### config.mk
export PLATFORM = sky130hd
export DESIGN_NAME = serial_shift_register_flat
export DESIGN_NICKNAME = d
export VERILOG_FILES = /design/src/rtl/serial_shift_register_pkg.sv /design/src/rtl/serial_shift_register_if.sv /design/src/rtl/serial_shift_register_stage.sv /design/src/rtl/serial_shift_register.sv /design/src/flat_wrapper.sv
export SDC_FILE = /design/constraint.sdc
export NUM_CORES = 1
export LEC_CHECK = 0
export CORE_AREA = 2 2 39 41
export CTS_BUF_LIST = sky130_fd_sc_hd__clkbuf_4 sky130_fd_sc_hd__clkbuf_8 sky130_fd_sc_hd__clkbuf_16
export DETAILED_ROUTE_END_ITERATION = 6
export DIE_AREA = 0 0 41 43
export GPL_ROUTABILITY_DRIVEN = 1
export GPL_TIMING_DRIVEN = 0
export SYNTH_ARGS = -nofsm -noshare
export SYNTH_HDL_FRONTEND = slang
export SYNTH_SLANG_ARGS = --single-unit
### constraint.sdc
create_clock -name clk -period 1.18 [get_ports clk]
set_input_delay 0.118 -clock clk [delete_from_list [all_inputs] [get_ports clk]]
set_output_delay 0.118 -clock clk [all_outputs]
set_load 0.005 [all_outputs]
### src/rtl/serial_shift_register_pkg.sv
// shift_register_pkg: shared defaults and legal limits for serial_shift_register.
package shift_register_pkg;
  localparam int   SHREG_N_DEFAULT       = 10;
  localparam logic SHREG_RST_VAL_DEFAULT = 1'b0;
  localparam int   SHREG_N_MIN           = 1;
endpackage

### src/rtl/serial_shift_register_if.sv
// serial_shift_register_if: serial data bus; par_out exists only with SHREG_PAR_OUT_EN.
interface serial_shift_register_if
  import shift_register_pkg::*;
#(parameter int N = SHREG_N_DEFAULT) ();
  logic         sh_in;
  logic         sh_out;
`ifdef SHREG_PAR_OUT_EN
  logic [N-1:0] par_out;
  modport master (output sh_in, input sh_out, input par_out);
  modport slave (input sh_in, output sh_out, output par_out);
`else
  modport master (output sh_in, input sh_out);
  modport slave (input sh_in, output sh_out);
`endif
endinterface

### src/rtl/serial_shift_register_stage.sv
// shreg_stage: one flip-flop with asynchronous active-low reset to RST_VAL.
module shreg_stage #(
  parameter logic RST_VAL = 1'b0
) (
  input  logic clk,
  input  logic rst,
  input  logic d,
  output logic q
);
  always_ff @(posedge clk or negedge rst)
    if (!rst) q <= RST_VAL;
    else q <= d;
endmodule

### src/rtl/serial_shift_register.sv
// serial_shift_register: N-cycle serial delay line; define SHREG_PAR_OUT_EN to expose par_out.
module serial_shift_register
  import shift_register_pkg::*;
#(
  parameter int   N       = SHREG_N_DEFAULT,
  parameter logic RST_VAL = SHREG_RST_VAL_DEFAULT
) (
  input logic clk,
  input logic rst,
  serial_shift_register_if.slave bus
);
  if (N < SHREG_N_MIN) begin : g_bad_n
    $fatal(1, "serial_shift_register: N must be >= %0d", SHREG_N_MIN);
  end
  // chain[0] is the serial input; chain[k+1] is the output of stage k
  logic [N:0] chain;
  assign chain[0] = bus.sh_in;
  for (genvar i = 0; i < N; i++) begin : g_stage
    shreg_stage #(.RST_VAL(RST_VAL)) u_stage (
      .clk(clk),
      .rst(rst),
      .d  (chain[i]),
      .q  (chain[i+1])
    );
  end
  assign bus.sh_out = chain[N];
`ifdef SHREG_PAR_OUT_EN
  assign bus.par_out = chain[N:1];
`endif
endmodule

### src/flat_wrapper.sv
// flat-port wrapper written by rule: the top's interface ports become plain ports
module serial_shift_register_flat import shift_register_pkg::*;
#(
  parameter int   N       = SHREG_N_DEFAULT,
  parameter logic RST_VAL = SHREG_RST_VAL_DEFAULT
)
  (clk, rst, bus_sh_in, bus_sh_out);
  serial_shift_register_if #(.N(N)) bus_i ();
  input logic clk;
  input logic rst;
  input wire logic [$bits(bus_i.sh_in)-1:0] bus_sh_in;
  output wire logic [$bits(bus_i.sh_out)-1:0] bus_sh_out;
  assign bus_i.sh_in = bus_sh_in;
  assign bus_sh_out = bus_i.sh_out;
  serial_shift_register #(.N(N), .RST_VAL(RST_VAL)) u_core (.clk(clk), .rst(rst), .bus(bus_i));
endmodule
==> impl_results.md, run 1 <==
* Vias per cell at 2.97
* Biggest regs: u_core.g_stage.u_stage.q x10
* Outcome: finished, final reports clean
* Final ANT Viol Nets at 0
* Crit path launch: u_core.g_stage[9].u_stage.q
* Post-Layout Cell Count at 32
* Top reg by flops: u_core.g_stage.u_stage.q
* H-tree Lvls at 1
* Pwr/cell area at 1830 nW/um^2
* Buffers on Ports at 3
* Vias in the first global route at 108
* Slowest-stage cell, CP: dfrtp_1
* TNS Setup at 0 ps
* Crit path max-delay family: flip-flops
* WP depth at 1
* Clock Path Buffers at 2
* 1st-iter DRT viols at 1
* Critical path fanouts, max at 1
* Max-Cap Viols at 0
* Maximum clock frequency at 1030 MHz
* Via count at 95
* M1 wire length at 103 um
* Leakage at 0.143 nW
* Chip height at approximately 43 um
* Hold buffer count at CTS at 0
* Final setup vio count at 0
* Full die area at 1760 um^2
* CTS buffer count at 3
* Routed wl met3 at ~56 um
* Synthesized instance count at 10
* Max FFs per register at 10
* Clock sinks at 10
* RSZ-0062 raised after global routing: no
* Crit path largest cell delay at 350 ps
* DR pass1 iterations at 2
* Ant. Diodes at 0
* CORE AREA at between 1000 and 1500 um^2
* Final Routed Wirelength at about 280 um
* Minimum clock period at 975 ps
* Sequential share of the synthesized area at 100%
* Post-Syn Area at around 250 um^2
* Syn Area/Cell at about 25 um^2
* Worst reg2reg path startpoint: u_core.g_stage[1].u_stage.q
* Worst reg2reg endpoint: u_core.g_stage[2].u_stage.q
* Largest net degree at the start of global routing at 11
* Met2 wire length at between 100 and 150 um
* Startpoint Class: register
* I/O pin count at 4
* Worst slew pin tran at 403 ps
* CTS tree: yes
* Setup slack, reg-to-reg at 700 ps
* Antenna violations before repair at 0
* Placed cell count at 29
* Worst relative slew slack at 73.1%
* HPWL Detailed at between 150 and 200 um
* CP required at 1060 ps
* Crit path to: bus_sh_out
* Post-synth cell types at 1
* DR DRC count at 0
* Final hold viol count at 0
* Period utilization at 82.6%
* Clk Latency, worst-skew pair at between 200 and 300 ps
* Slew Viols, Final at 0
* Worst setup EP type: output port
* Worst EP arrival at 860 ps
* Max layer used: met3
* Area of the multi-input gates at 0 um^2
* Die Wd at about 40 um
* Fin nets at 21
* Cell Chain, Critical Path: dlygate4sd2_1
* Share of layout cells above drive strength 1 at 18.8%
* Wire per inst at 8.63 um
* Global placer's final weighted congestion at 0.628
* Initial Utilization at a little under a fifth
* Syn-to-layout area delta at 28.5%
* Root buffer cell: clkbuf_4
* Setup CP Type: register to output port
* First-pass GRT wire length at 489 um
* Syn_nets at 13
* Post-CTS Resized at 1
* IR drop worst, VDD at 0.723 mV
* Gr ovfl total at 0
* R2R depth at 0
* Row count at 14
* Gr usage total at under 10%
* #FFs+latches synth at 10
* Setup Skew at 6.18 ps
* WP buf/inv at 1
* Synth Warn # at 0
* Post-CTS Setup Bufs at 0
* Clock transition at path regs at 60 ps
* #MultiIn Comb at 0
* Hold Crit Class: input pin to asynchronous set/reset pin
logic make-up (layout without fill, tap and decap cells):
kind of cell,Yosys count,in the layout,synth area share (%)
buf+inv,0,6,0
flops,10,10,100
routing by layer:
metal / vias to the layer above / global-route usage [%]
li1: 42 / -
met1: 45 / 5.14
met3: 0 / 9.42
met4: 0 / 0
met2: 8 / 5.63
met5: - / 0
power breakdown:
group          switching (W)   total, W  internal [W]
clock              0.0000922   0.000209      0.000116
combinational     0.00000679  0.0000142    0.00000738
sequential        0.00000486   0.000365      0.000361
total               0.000104   0.000588      0.000484
cell usage after synthesis (all sizes together):
master / n / area, um^2
dfrtp: 10 / 250
worst min-delay path by stage:
| stage | from | to | slack [ps] |
|---|---|---|---|
| 2_1_floorplan | rst | u_core.g_stage[0].u_stage.q | -180 |
| 3_3_place_gp | u_core.g_stage[8].u_stage.q | u_core.g_stage[9].u_stage.q | 340 |
| 3_5_place_dp | u_core.g_stage[4].u_stage.q | u_core.g_stage[5].u_stage.q | 340 |
| 4_1_cts | rst | u_core.g_stage[9].u_stage.q | 160 |
| 5_1_grt | rst | u_core.g_stage[7].u_stage.q | 180 |
| 6_report | rst | u_core.g_stage[6].u_stage.q | 160 |
metrics by stage:
stage                     area, um^2  total power, W  setup WS, ps  hold WS [ps]  util, %
after floorplan                  250        0.000370           713          -178        -
after global placement           300        0.000386           274           340     21.7
after detailed placement         300        0.000387           274           336     21.7
final                            322        0.000588           205           157     23.2
after global routing             322        0.000629           155           183     23.2
after CTS                        322        0.000602           191           163     23.2
layout make-up:
| class | count | area [um^2] |
|---|---|---|
| fillers | 137 | 1060 |
| flip-flops and latches | 10 | 250 |
| repair buffers | 3 | 28.8 |
| clock buffers | 3 | 22.5 |
| well taps | 16 | 20.0 |
placed cells by master, fill, tap and decap left out:
cell type         n
clkdlybuf4s50_1   2
clkbuf_4          3
dfrtp_1          10
dlygate4sd2_1     1
No activity file was read; power rests on OpenSTA's default activity.
==> inputs of run 2 (changes only) <==
==> constraint.sdc (replaced) <==
create_clock -name clk -period 1 [get_ports clk]
set_input_delay 0.1 -clock clk [delete_from_list [all_inputs] [get_ports clk]]
set_output_delay 0.1 -clock clk [all_outputs]
set_load 0.005 [all_outputs]
==> run 2 against run 1 <==
Hold slack worse by 18 ps. Power is 18% higher. Critical path type unchanged. Routed wire length stayed put. Combinational power is 21% higher. Core utilization is 0.090 points higher.
==> impl_results.md, run 2 (synthesized netlist as in run 1, its figures left out) <==
* Outcome: finished, final reports clean
* Worst setup EP type: output port
* I/O pin count at 4
* Top reg by flops: u_core.g_stage.u_stage.q
* Slew Viols, Final at 0
* WP buf/inv at 1
* Clk Latency, worst-skew pair at 250 ps
* HPWL Detailed at roughly 190 um
* Worst slew pin tran at 403 ps
* Final hold viol count at 0
* Setup Skew at 6.18 ps
* Worst EP arrival at 800 ps
* DP Area at 300 um^2
* Worst reg2reg path startpoint: u_core.g_stage[1].u_stage.q
* Maximum clock frequency at 1110 MHz
* Hold Crit Class: input pin to asynchronous set/reset pin
* CORE AREA at 1380 um^2
* Global placer's final weighted congestion at 0.628
* Clock transition at path regs at approximately 60 ps
* Die Wd at 41 um
* Cell area after layout at 323 um^2
* Worst relative slew slack at roughly three quarters
* Syn-to-layout area delta at 29.0%
* Crit path launch: u_core.g_stage[9].u_stage.q
* Max FFs per register at 10
* Clock Path Buffers at 2
* Vias per cell at ~3.0
* Crit path largest cell delay at 350 ps
* Via count at between 90 and 100
* Row count at 14
* Clock sinks at 10
* Ant. Diodes at 0
* Final Routed Wirelength at 276 um
* Most frequent cells in the layout: 10 x dfrtp_1, 3 x clkbuf_4, 2 x clkdlybuf4s50_1
* Final ANT Viol Nets at 0
* Most common cell after layout, fill and taps aside: dfrtp_1
* TNS Setup at 0 ps
* Full die area at 1760 um^2
* Biggest regs: u_core.g_stage.u_stage.q x10
* 1st-iter DRT viols at 1
* Gr usage total at 5.22%
* Chip height at about 43 um
* Max-Cap Viols at 0
* Antenna violations before repair at 0
* Critical path fanouts, max at 1
* Setup CP Type: register to output port
* CP required at 900 ps
* Fin nets at 21
* Vias in the first global route at 108
* Startpoint Class: register
* Crit path max-delay family: flip-flops
* Pwr/cell area at around 2200 nW/um^2
* Root buffer cell: clkbuf_4
* CTS tree: yes
* IR drop worst, VDD at 0.853 mV
* Share of layout cells above drive strength 1 at 18.8%
* Post-CTS Setup Bufs at 0
* Period utilization at 90.1%
* Minimum clock period at 901 ps
* Slowest-stage cell, CP: dfrtp_1
* Area of the multi-input gates at 0 um^2
* DR pass1 iterations at 2
* Buffers on Ports at 3
* Leakage at about 0.14 nW
* Final setup vio count at 0
* Wire per inst at 8.63 um
* H-tree Lvls at 1
* Largest net degree at the start of global routing at 11
* Hold buffer count at CTS at 0
* Cell Chain, Critical Path: clkdlybuf4s15_1
* #MultiIn Comb at 0
* First-pass GRT wire length at 489 um
* Setup slack, reg-to-reg at around 520 ps
* CTS buffer count at 3
* DR DRC count at 0
* RSZ-0062 raised after global routing: no
* Gr ovfl total at 0
* Initial Utilization at 18.1%
==> run 2: routing by layer <==
layer | vias up | GRT usage (%) | routed length (um)
met2 | 8 | 5.63 | 117
met4 | 0 | 0 | 0
li1 | 42 | - | -
met1 | 45 | 5.14 | 103
met5 | - | 0 | 0
met3 | 0 | 9.42 | 55
==> run 2: stage by stage <==
| stage | power, W | hold WS (ps) | std cells | setup slack (ps) | util [%] |
|---|---|---|---|---|---|
| after CTS | 0.000710 | 145 | 32 | 29.2 | 23.2 |
| after global placement | 0.000455 | 340 | 29 | 112 | 21.7 |
| after floorplan | 0.000436 | -196 | 10 | 550 | - |
| final | 0.000694 | 139 | 32 | 99.1 | 23.3 |
| after detailed placement | 0.000457 | 336 | 29 | 112 | 21.7 |
| after global routing | 0.000742 | 165 | 32 | 42.6 | 23.3 |
==> run 2: power breakdown <==
part,switching [W],internal [W],leakage (nW)
Clock,0.000109,0.000137,0.0138
Sequential,0.00000583,0.000425,0.117
Combinational,0.00000800,0.00000916,0.0124
Total,0.000123,0.000572,0.143
==> run 2: timing repair <==
item,4_1_cts,5_1_grt
gates cloned,0,0
endpoints found under the setup margin,1,1
hold endpoints to repair,0,0
resized for setup,1,1
==> run 2: layout make-up <==
type / instances / area (um^2)
Fill cell: 136 / 1060
Sequential cell: 10 / 250
Timing Repair Buffer: 3 / 30.0
Clock buffer: 3 / 22.5
Tap cell: 16 / 20.0
==> run 2: worst paths after layout <==
| kind | to | cells after the start |
|---|---|---|
| worst max-delay path | bus_sh_out | 1 |
| worst min-delay path | u_core.g_stage[6].u_stage.q | 1 |
| worst max register to register | u_core.g_stage[2].u_stage.q | 0 |
| worst min register to register | u_core.g_stage[5].u_stage.q | 0 |
| max in group asynchronous | u_core.g_stage[1].u_stage.q | 1 |
| min in group clk | u_core.g_stage[0].u_stage.q | 1 |
==> inputs of run 3 (changes only) <==
--- a/config.mk
+++ b/config.mk
@@ -7,10 +7,12 @@
 export LEC_CHECK = 0
 export CORE_AREA = 2 2 39 41
 export CTS_BUF_LIST = sky130_fd_sc_hd__clkbuf_4 sky130_fd_sc_hd__clkbuf_8 sky130_fd_sc_hd__clkbuf_16
+export CTS_CLUSTER_DIAMETER = 30
 export DETAILED_ROUTE_END_ITERATION = 6
 export DIE_AREA = 0 0 41 43
 export GPL_ROUTABILITY_DRIVEN = 1
 export GPL_TIMING_DRIVEN = 0
+export MAX_ROUTING_LAYER = met4
 export SYNTH_ARGS = -nofsm -noshare
 export SYNTH_HDL_FRONTEND = slang
 export SYNTH_SLANG_ARGS = --single-unit
==> results of run 3 <==
Final layout, timing and power as in run 2 (identical DEF).
Among the figures that moved: final weighted congestion in routability-driven placement 0.628 -> 0.633; overall routing resource usage 5.22% -> 5.35%
